**src/rtl/forward_control.sv**
```systemverilog
// Hazard/forwarding controller: tracks EX/MEM/WB destinations, registers forward selects, raises load-use stall.
// Latency: selects valid 1 cycle after issue (consumer in EX); stall is combinational (0 cycles).
// Backpressure: stall holds PC and IF/ID and forces a bubble into EX; flush overrides stall.
// Optional WB-distance forwarding is enabled by defining FWD_WB_EN.
module forward_control #(
  parameter int REGADDR     = 5,
  parameter int STALL_CNT_W = 16
) (
  input  logic                   clk,
  input  logic                   rst_n,
  input  logic                   id_valid,
  input  logic [REGADDR-1:0]     id_rs,
  input  logic [REGADDR-1:0]     id_rt,
  input  logic                   id_use_rs,
  input  logic                   id_use_rt,
  input  logic [REGADDR-1:0]     id_rd,
  input  logic                   id_reg_write,
  input  logic                   id_mem_read,
  input  logic                   flush,
  output logic                   forward1,
  output logic                   forward2,
  output logic                   memForward1,
  output logic                   memForward2,
  output logic                   wbForward1,
  output logic                   wbForward2,
  output logic                   stall,
  output logic [STALL_CNT_W-1:0] stall_count
);

  typedef struct packed {
    logic               valid;
    logic [REGADDR-1:0] rd;
    logic               reg_write;
    logic               mem_read;
  } hist_t;

  // Past EX only the load flag no longer matters, so older entries drop it.
  typedef struct packed {
    logic               valid;
    logic [REGADDR-1:0] rd;
    logic               reg_write;
  } fwd_hist_t;

  hist_t     h0;
  hist_t     h0_nxt;
  fwd_hist_t h1;
`ifdef FWD_WB_EN
  fwd_hist_t h2;
`endif

  logic issue;
  logic rs_h0, rt_h0, rs_h1, rt_h1;

  function automatic logic src_hit(
    input logic               valid,
    input logic               reg_write,
    input logic [REGADDR-1:0] rd,
    input logic [REGADDR-1:0] src,
    input logic               use_src
  );
    return valid & reg_write & (rd != '0) & (src == rd) & use_src;
  endfunction

  assign rs_h0 = src_hit(h0.valid, h0.reg_write, h0.rd, id_rs, id_use_rs);
  assign rt_h0 = src_hit(h0.valid, h0.reg_write, h0.rd, id_rt, id_use_rt);
  assign rs_h1 = src_hit(h1.valid, h1.reg_write, h1.rd, id_rs, id_use_rs);
  assign rt_h1 = src_hit(h1.valid, h1.reg_write, h1.rd, id_rt, id_use_rt);

  // A load in EX cannot feed its data to the very next instruction; flush wins.
  assign stall = id_valid & ~flush & h0.mem_read & (rs_h0 | rt_h0);
  assign issue = id_valid & ~flush & ~stall;

  always_comb begin
    h0_nxt = '0;
    if (issue) begin
      h0_nxt.valid     = 1'b1;
      h0_nxt.rd        = id_rd;
      h0_nxt.reg_write = id_reg_write;
      h0_nxt.mem_read  = id_mem_read;
    end
  end

  always_ff @(posedge clk or negedge rst_n) begin
    if (!rst_n) begin
      h0 <= '0;
      h1 <= '0;
    end else begin
      h0 <= h0_nxt;
      h1 <= '{valid: h0.valid, rd: h0.rd, reg_write: h0.reg_write};
    end
  end

  // Nearest producer wins per operand; each operand resolves independently.
  always_ff @(posedge clk or negedge rst_n) begin
    if (!rst_n) begin
      forward1    <= 1'b0;
      forward2    <= 1'b0;
      memForward1 <= 1'b0;
      memForward2 <= 1'b0;
    end else begin
      forward1    <= issue & rs_h0;
      forward2    <= issue & rt_h0;
      memForward1 <= issue & ~rs_h0 & rs_h1;
      memForward2 <= issue & ~rt_h0 & rt_h1;
    end
  end

`ifdef FWD_WB_EN
  logic rs_h2, rt_h2;

  assign rs_h2 = src_hit(h2.valid, h2.reg_write, h2.rd, id_rs, id_use_rs);
  assign rt_h2 = src_hit(h2.valid, h2.reg_write, h2.rd, id_rt, id_use_rt);

  always_ff @(posedge clk or negedge rst_n) begin
    if (!rst_n) begin
      h2         <= '0;
      wbForward1 <= 1'b0;
      wbForward2 <= 1'b0;
    end else begin
      h2         <= h1;
      wbForward1 <= issue & ~rs_h0 & ~rs_h1 & rs_h2;
      wbForward2 <= issue & ~rt_h0 & ~rt_h1 & rt_h2;
    end
  end
`else
  // Register file write-before-read covers distance-3 producers.
  assign wbForward1 = 1'b0;
  assign wbForward2 = 1'b0;
`endif

  always_ff @(posedge clk or negedge rst_n) begin
    if (!rst_n) begin
      stall_count <= '0;
    end else if (stall && (stall_count != '1)) begin
      stall_count <= stall_count + {{(STALL_CNT_W-1){1'b0}}, 1'b1};
    end
  end

endmodule

```
**config.mk**
```make
export PLATFORM = sky130hd
export DESIGN_NAME = forward_control
export DESIGN_NICKNAME = d
export VERILOG_FILES = /design/src/rtl/forward_control.sv
export SDC_FILE = /design/constraint.sdc
export NUM_CORES = 1
export LEC_CHECK = 0
export CORE_MARGIN = 10
export CORE_UTILIZATION = 40
export DETAILED_ROUTE_END_ITERATION = 10
export PLACE_DENSITY_LB_ADDON = 0.12
export SLEW_MARGIN = 20
export SYNTH_ARGS = -nofsm -noshare
export SYNTH_HDL_FRONTEND = slang
export SYNTH_SLANG_ARGS = --single-unit
```
**constraint.sdc**
```tcl
create_clock -name clk -period 3.4 [get_ports clk]
set_clock_uncertainty 0.15 [all_clocks]
set_input_delay 0.34 -clock clk [delete_from_list [all_inputs] [get_ports clk]]
set_output_delay 0.34 -clock clk [all_outputs]
set_load 0.01 [all_outputs]
```
; ---- After elaboration in Yosys (flattened, before gate mapping)
; Index checks and enable logic that the tools add are counted.
; W data, S select, Z words.
[totals]
ff_bits = 35
latchBits = 0
mem_bits_rw = 0
romBits = 0
inputBits = 23
out_inout_bits = 23
elab_cells = 49
n_memories = 0
[classes]
add_sub_neg = 1
n_mul = 0
div_mod_pow = 0
n_lt_le_gt_ge = 0
eq_ne = 5
shift = 0
muxes = 1
n_bitwise = 27
n_reduce_logical = 3
[ops]
columns = cell, count
row1 = $and A1 B1 Y1, 22
row2 = $eq A5 B5 Y1, 4
row3 = $add A16 B1 Y16 const B, 1
row4 = $ne A16 B16 Y1 const B, 1
row5 = $reduce_bool A5 Y1, 2
row6 = $mux W8, 1
row7 = $not A1 Y1, 4
row8 = $logic_and A1 B1 Y1, 1
row9 = $or A1 B1 Y1, 1

; ---- Depth between registers and ports, before layout
; Gate-level depths: netlist of the first run.
[logic_depth]
depth_word = 10
ltp_mapped = 6
depth_no_buf = 6

; ---- Worst setup path after synthesis of the first run
; No wires, ideal clock.
[synth_path]
path_type = register to register
start = register stall_count[0]
end = register stall_count[1]
t_arrival_ns = 1.844
required_time_ns = 3.122
slack_ns = 1.279
path_stages_with_launch = 7
path_buffers = 0
synth_period_minus_slack_ns = 2.121
path_cell_list = dfrtp_1 ha_1 nand4_1 nor4_1 nor2_2 nand2_1 mux2_1
[synth_between]
elab_chain_cells = 2
elab_cells_between_ends = 3
classes_between = add/sub (1) / eq/ne (1) / reduce/logical (1)
[synth_rtl]
columns = item, line
row1 = start: declaration, 27  ; output logic [STALL_CNT_W-1:0] stall_count
row2 = start signal: assignment, 135  ; stall_count <= stall_count + {{(STALL_CNT_W-1){1'b0}}, 1'b1};
row3 = "parallel branches: the longest is 2 deep, another holds $add A16 B1 Y16", --
; Several ways; the timed one is not identified.
; A chain may end at the register's enable or synchronous reset.

; ---- Worst setup path after layout of the first run
[layout_path]
start = input id_rs[0]
end = output stall
[layout_between]
elab_chain_cells = 5
[layout_rtl]
columns = item, line
row1 = start: declaration, 12  ; input logic [REGADDR-1:0] id_rs,
row2 = $eq A5 B5 Y1, 61  ; return valid & reg_write & (rd != '0) & (src == rd) & use_src;
row3 = $and A1 B1 Y1 (2 in a row), 61
row4 = $or A1 B1 Y1, 70  ; assign stall = id_valid & ~flush & h0.mem_read & (rs_h0 | rt_h0);
row5 = $and A1 B1 Y1, 70
row6 = end: declaration, 26  ; output logic stall,
; Every way passes these cells.

==> results of run 1 <==
[layer usage]
| layer | global-route usage | up-vias | wire length [microns] |
|---|---|---|---|
| met1 | 0.147 | 656 | 1920 |
| met2 | 0.172 | 45 | 1880 |
| li1 | - | 668 | - |
| met4 | 0.0427 | 0 | 80 |
| met3 | 0.0468 | 11 | 332 |
| met5 | 0 | - | 0 |
[through the flow]
| stage | power, uW | cells |
|---|---|---|
| 3_5_place_dp | 521 | 260 |
| 4_1_cts | 904 | 268 |
| 6_report | 898 | 268 |
| 5_1_grt | 935 | 268 |
| 3_3_place_gp | 519 | 260 |
| 2_1_floorplan | 477 | 167 |
[final timing paths]
kind                                      from             end  slack, ps  cells past startpoint
max in group asynchronous                rst_n           h0[4]       2470                      2
worst min-delay path                     h0[1]           h1[0]        230                      0
worst max register to register  stall_count[0]  stall_count[1]       1030                      6
worst min register to register           h0[1]           h1[0]        230                      0
worst max-delay path                  id_rs[0]           stall        610                      6
min in group asynchronous                rst_n           h1[3]        310                      2
[cells by family after synthesis]
group	Yosys count	synth area share
muxes	1	0.00629
DFF	35	0.489
xor gates and xnor gates	35	0.171
buffers and inverters	9	0.0279
other	1	0.00209
and+or+nand+nor	77	0.260
AOI/OAI and AO/OA	7	0.0363
adders and majority gates	1	0.00699
[flip-flops by register name (all words and copies together) (netlist names)]
register     cells
h1               7
forward1         1
memForward1      1
stall_count     16
forward2         1
memForward2      1
h0               8
[power groups by stage]
| stage | registers (uW) | clock network, uW | logic, uW |
|---|---|---|---|
| 6_report | 432 | 385 | 81.3 |
| 5_1_grt | 433 | 414 | 89.4 |
| 4_1_cts | 432 | 391 | 82.0 |
| 3_5_place_dp | 440 | 0 | 81.5 |
| 3_3_place_gp | 439 | 0 | 79.5 |
| 2_1_floorplan | 437 | 0 | 39.7 |
[cells in the mapped netlist (2+ instances only)]
cell type | count | share of area
a21oi_1 | 2 | 0.0056
nand3_1 | 10 | 0.028
and3_1 | 2 | 0.0070
nor2_1 | 16 | 0.034
xnor2_1 | 20 | 0.098
nor4_4 | 2 | 0.024
xor2_1 | 15 | 0.073
nand4_1 | 8 | 0.028
inv_1 | 5 | 0.010
nand2_1 | 13 | 0.027
dfrtp_1 | 35 | 0.49
buf_4 | 2 | 0.0084
nor3_1 | 5 | 0.014
nor4_1 | 3 | 0.010
[placed cells by master (no fill, tap or decap), types with 2 or more instances in the layout]
master	n
clkdlybuf4s50_1	43
dfrtp_1	35
xnor2_1	20
nor2_1	16
xor2_1	15
nand2_1	13
nand3_1	10
nand4_1	8
clkbuf_8	6
inv_1	5
nor3_1	5
nor4_1	3
nor4_4	2
a21oi_1	2
and3_1	2
conb_1	2
buf_4	2
[area by class of cell]
cell class              count  area (sq um)
repair buffers             45           445
inverters                   5          18.8
clock inverters             2          35.0
clock buffers               6          82.6
multi-input cells         123           868
well taps                  52          65.1
flip-flops and latches     35           876
fillers                   377          1960
==> run metrics, run 1 <==
setup tns final=0 ps; post-place setup slack=603 ps; clock sink total=35; Top delay family on crit path=buffers and inverters; Die ar.=0.00755 sq mm; Vias=1,380; unique cell type count in the Yosys netlist=42; final WL=4210 microns; Tmin final=2790 ps; yosys warns=0; CP max-delay cell=clkdlybuf4s50_1; Num CTS Buffers=5; Hold Slack=225 ps; max frequency=359 MHz; post-layout util=0.549; DP HPWL=3290 microns; crit path max fanout=2; pin count of the biggest net entering global routing=36; 1st-iter DRT viols=46; post_cts resized=0; leakage power=0.00103 uW; n_diodes=0; Final Setup Violations=0; Core Rows=24; Combinational Power Share=0.091; final hold violation count=0; vias in the first global route=1,469; Worst-Skew Late Latency=280 ps; Final Slew Violations=0; Internal Power=703 uW; PortBufs=43; CP Buf/Inv Count=2; Pwr per Cell Area=375 mW/mm^2; Final ANT Viol Nets=0; net switching power=195 uW; Post-synth ARST share=1.00; average size of a mapped cell=10.8 sq um; H-Tree Depth=2; vias per cell=5.15; status=finished, final reports clean; Peak supply drop=214 uV; clk slew on worst S/H paths=70 ps; nature of the critical path endpoint=output pin; CTS Hold Bufs=0; required time worst endpoint=2910 ps; ratio of cells with drive above 1 in the final layout=0.102; area grow syn2layout=33.5%; worst slew pin tran=558 ps; maxcap violations=0; Hold Crit Class=register to register; Slew HR=0.628; GRT overflow=0; Synth Flop Type=dfrtp_1; Final Wtd Congestion=0.878; CTS tree=built; Core ar.=0.00435 sq mm; sequential share of power=0.481; Syn Inst Count=166; design area=0.00239 sq mm; RSZ-0062 raised after global routing=false; Placement Cell Area=0.00227 sq mm; # IOs=46; register area share after synthesis=0.489; worst path arrival time=2300 ps; critical path cell sequence=clkdlybuf4s50_1 > xor2_1 > nor4_4 > a32o_2 > nor2b_1 > clkdlybuf4s50_1; clk root buf=clkbuf_8; proportion of power drawn by the clock network=0.429; Pre-antenna DRT Iters=4; first-pass GRT wire length=7120 microns; Die H=86.9 microns; Final nets=239; CTS max path bufs=2; initial antenna violation count=0; Net Sw Frac=0.217; Setup Buffers After CTS=0; flops & latches, synth=35; Setup CP Type=primary input to output pin; setup ws final=612 ps; CP Launch Type=primary input; Die Span X=86.9 microns; detailed-route wire length per cell=15.7 microns; Worst path max stage delay=560 ps; Global Route Usage Sum=0.116; EDFF count, synth=0; cell mode on critical path=clkdlybuf4s50_1; DRC errors left=0; Starting Density=0.411; Cell Area, Synth=0.00179 sq mm; final critical-path share of the clock period=0.820
(Power assumes the default switching activity.)
==> inputs of run 2 (changes only) <==
- clock period: 3.4 -> 2.73 ns (I/O delays scaled with it)
==> run metrics, run 2 (synthesized netlist as in run 1, its figures left out) <==
Regs by FF count=stall_count: 16 flops, h0: 8 flops, h1: 7 flops; clock sink total=35 (unchanged); initial antenna violation count=0 (unchanged); Starting Density=0.411 (unchanged); Top delay family on crit path=simple AND/OR/NAND/NOR gates; detailed-route wire length per cell=16.5 microns (+4.7%); Setup CP Type=register to register; Final Wtd Congestion=0.878 (about the same); setup ws final=383 ps (-229 ps); most frequent cells in the layout=clkdlybuf4s50_1 (42), dfrtp_1 (34), xnor2_1 (20), nor2_1 (16), xor2_1 (15); Vias=1,368 (-0.87%); CTS Hold Bufs=0 (unchanged); DR WL met2=2090 microns (+11%); worst slew pin tran=536 ps (-21.1 ps); Worst-Skew Late Latency=290 ps (about the same); Core ar.=0.00435 sq mm (unchanged); n_diodes=0 (unchanged); DP HPWL=3410 microns (+3.7%); CP Buf/Inv Count=0 (-2); Core Rows=24 (unchanged); PortBufs=43 (unchanged); Pwr per Cell Area=421 mW/mm^2 (+12%); worst path arrival time=2370 ps (+70 ps); GRT overflow=0 (unchanged); final WL=4440 microns (+5.5%); Slew HR=0.639 (+0.0107); Final Setup Violations=0 (unchanged); Peak supply drop=232 uV (+8.5%); final hold violation count=0 (unchanged); area of the multi-input gates=868 sq um (unchanged); setup tns final=0 ps (unchanged); Final nets=241 (+0.84%); CP max-delay cell=nor4_1; Worst path max stage delay=560 ps (about the same); crit path max fanout=9 (+7); vias in the first global route=1,478 (+0.61%); CTS max path bufs=2 (unchanged); critical path cell sequence=ha_1 > nand4_1 > nor4_1 > nor2_2 > nand2_1 > mux2_1; required time worst endpoint=2750 ps (-160 ps); Placement Cell Area=0.00229 sq mm (+0.66%); max FFs per register=16 (unchanged); RSZ-0062 raised after global routing=false; nature of the critical path endpoint=register; area grow syn2layout=32.6%; H-Tree Depth=2 (unchanged); met3 wire len=314 microns (-5.4%); Fillers=395 (+4.8%); ratio of cells with drive above 1 in the final layout=0.106 (+0.00365); clk slew on worst S/H paths=70 ps (about the same); top layer in use=met4; first-pass GRT wire length=7250 microns (+1.8%); Pre-antenna DRT Iters=5 (+1); CTS tree=built; clk root buf=clkbuf_8; commonest non-fill, non-tap cell in the layout=clkdlybuf4s50_1; design area=0.00237 sq mm (-0.73%); Final Slew Violations=0 (unchanged); status=finished, final reports clean; Die H=86.9 microns (unchanged); CP Launch Type=register; maxcap violations=0 (unchanged); DRC errors left=0 (unchanged); leakage power=0.00104 uW (+0.86%); post-place setup slack=72.2 ps (-531 ps); max frequency=426 MHz; final critical-path share of the clock period=0.860; Tmin final=2350 ps; Setup Buffers After CTS=0 (unchanged); Die ar.=0.00755 sq mm (unchanged); Die Span X=86.9 microns (unchanged); Num CTS Buffers=5 (unchanged); # IOs=46 (unchanged); largest reg by FF count=stall_count; Global Route Usage Sum=0.120 (+0.00453); pin count of the biggest net entering global routing=36 (unchanged); Register Area=877 sq um (+0.14%); post-layout util=0.545 (-0.00402); wire length on met1=2010 microns (+4.4%); 1st-iter DRT viols=68 (+48%); Final ANT Viol Nets=0 (unchanged); Hold Crit Class=register to register; vias per cell=5.07 (-1.6%)
==> run 2: repair_timing <==
action	CTS	global route
setup endpoints to repair	0	1
gates resized for setup	0	2
endpoints found under the hold margin	0	0
==> run 2: final cells by class <==
class | instances | share of cell area
sequential | 35 | 0.370
multi-input combinational | 123 | 0.366
clock buffer | 7 | 0.0322
inverter | 5 | 0.00791
tap | 52 | 0.0274
clock inverter | 1 | 0.00211
timing repair buffer | 47 | 0.195
==> run 2: report_power, final <==
| part | leakage [uW] | switching [uW] | internal (uW) |
|---|---|---|---|
| clock | 0.0000422 | 181 | 179 |
| combinational | 0.000519 | 48.6 | 53.8 |
| sequential | 0.000479 | 10.5 | 527 |
==> run 2: worst paths after layout <==
path,startpoint,to,slack [ps],depth (start not counted)
setup reg to reg,stall_count[0],stall_count[1],380,6
setup / recovery,stall_count[0],stall_count[1],380,6
hold reg to reg,h0[1],h1[0],230,0
max in group asynchronous,rst_n,h0[2],1840,2
hold / removal,h0[1],h1[0],230,0
min in group asynchronous,rst_n,h1[3],240,2
==> run 2: through the flow <==
step,total power (uW),instances,hold slack (ps)
2_1_floorplan,594,167,-173
4_1_cts,1010,270,229
3_5_place_dp,651,262,212
3_3_place_gp,647,262,203
5_1_grt,1040,270,248
6_report,1000,270,226
==> run 2: layer usage <==
metal / GRT usage / up-vias
met2: 0.197 / 31
met1: 0.144 / 660
li1: - / 671
met4: 0.0309 / 0
met3: 0.0459 / 6
met5: 0 / -
==> run 2: worst register-to-register path, cell delays in order, from the launching register on <==
cell     delay, ps
dfrtp_1        400
ha_1           240
nand4_1        210
nor4_1         560
nor2_2         190
nand2_1        160
mux2_1         320
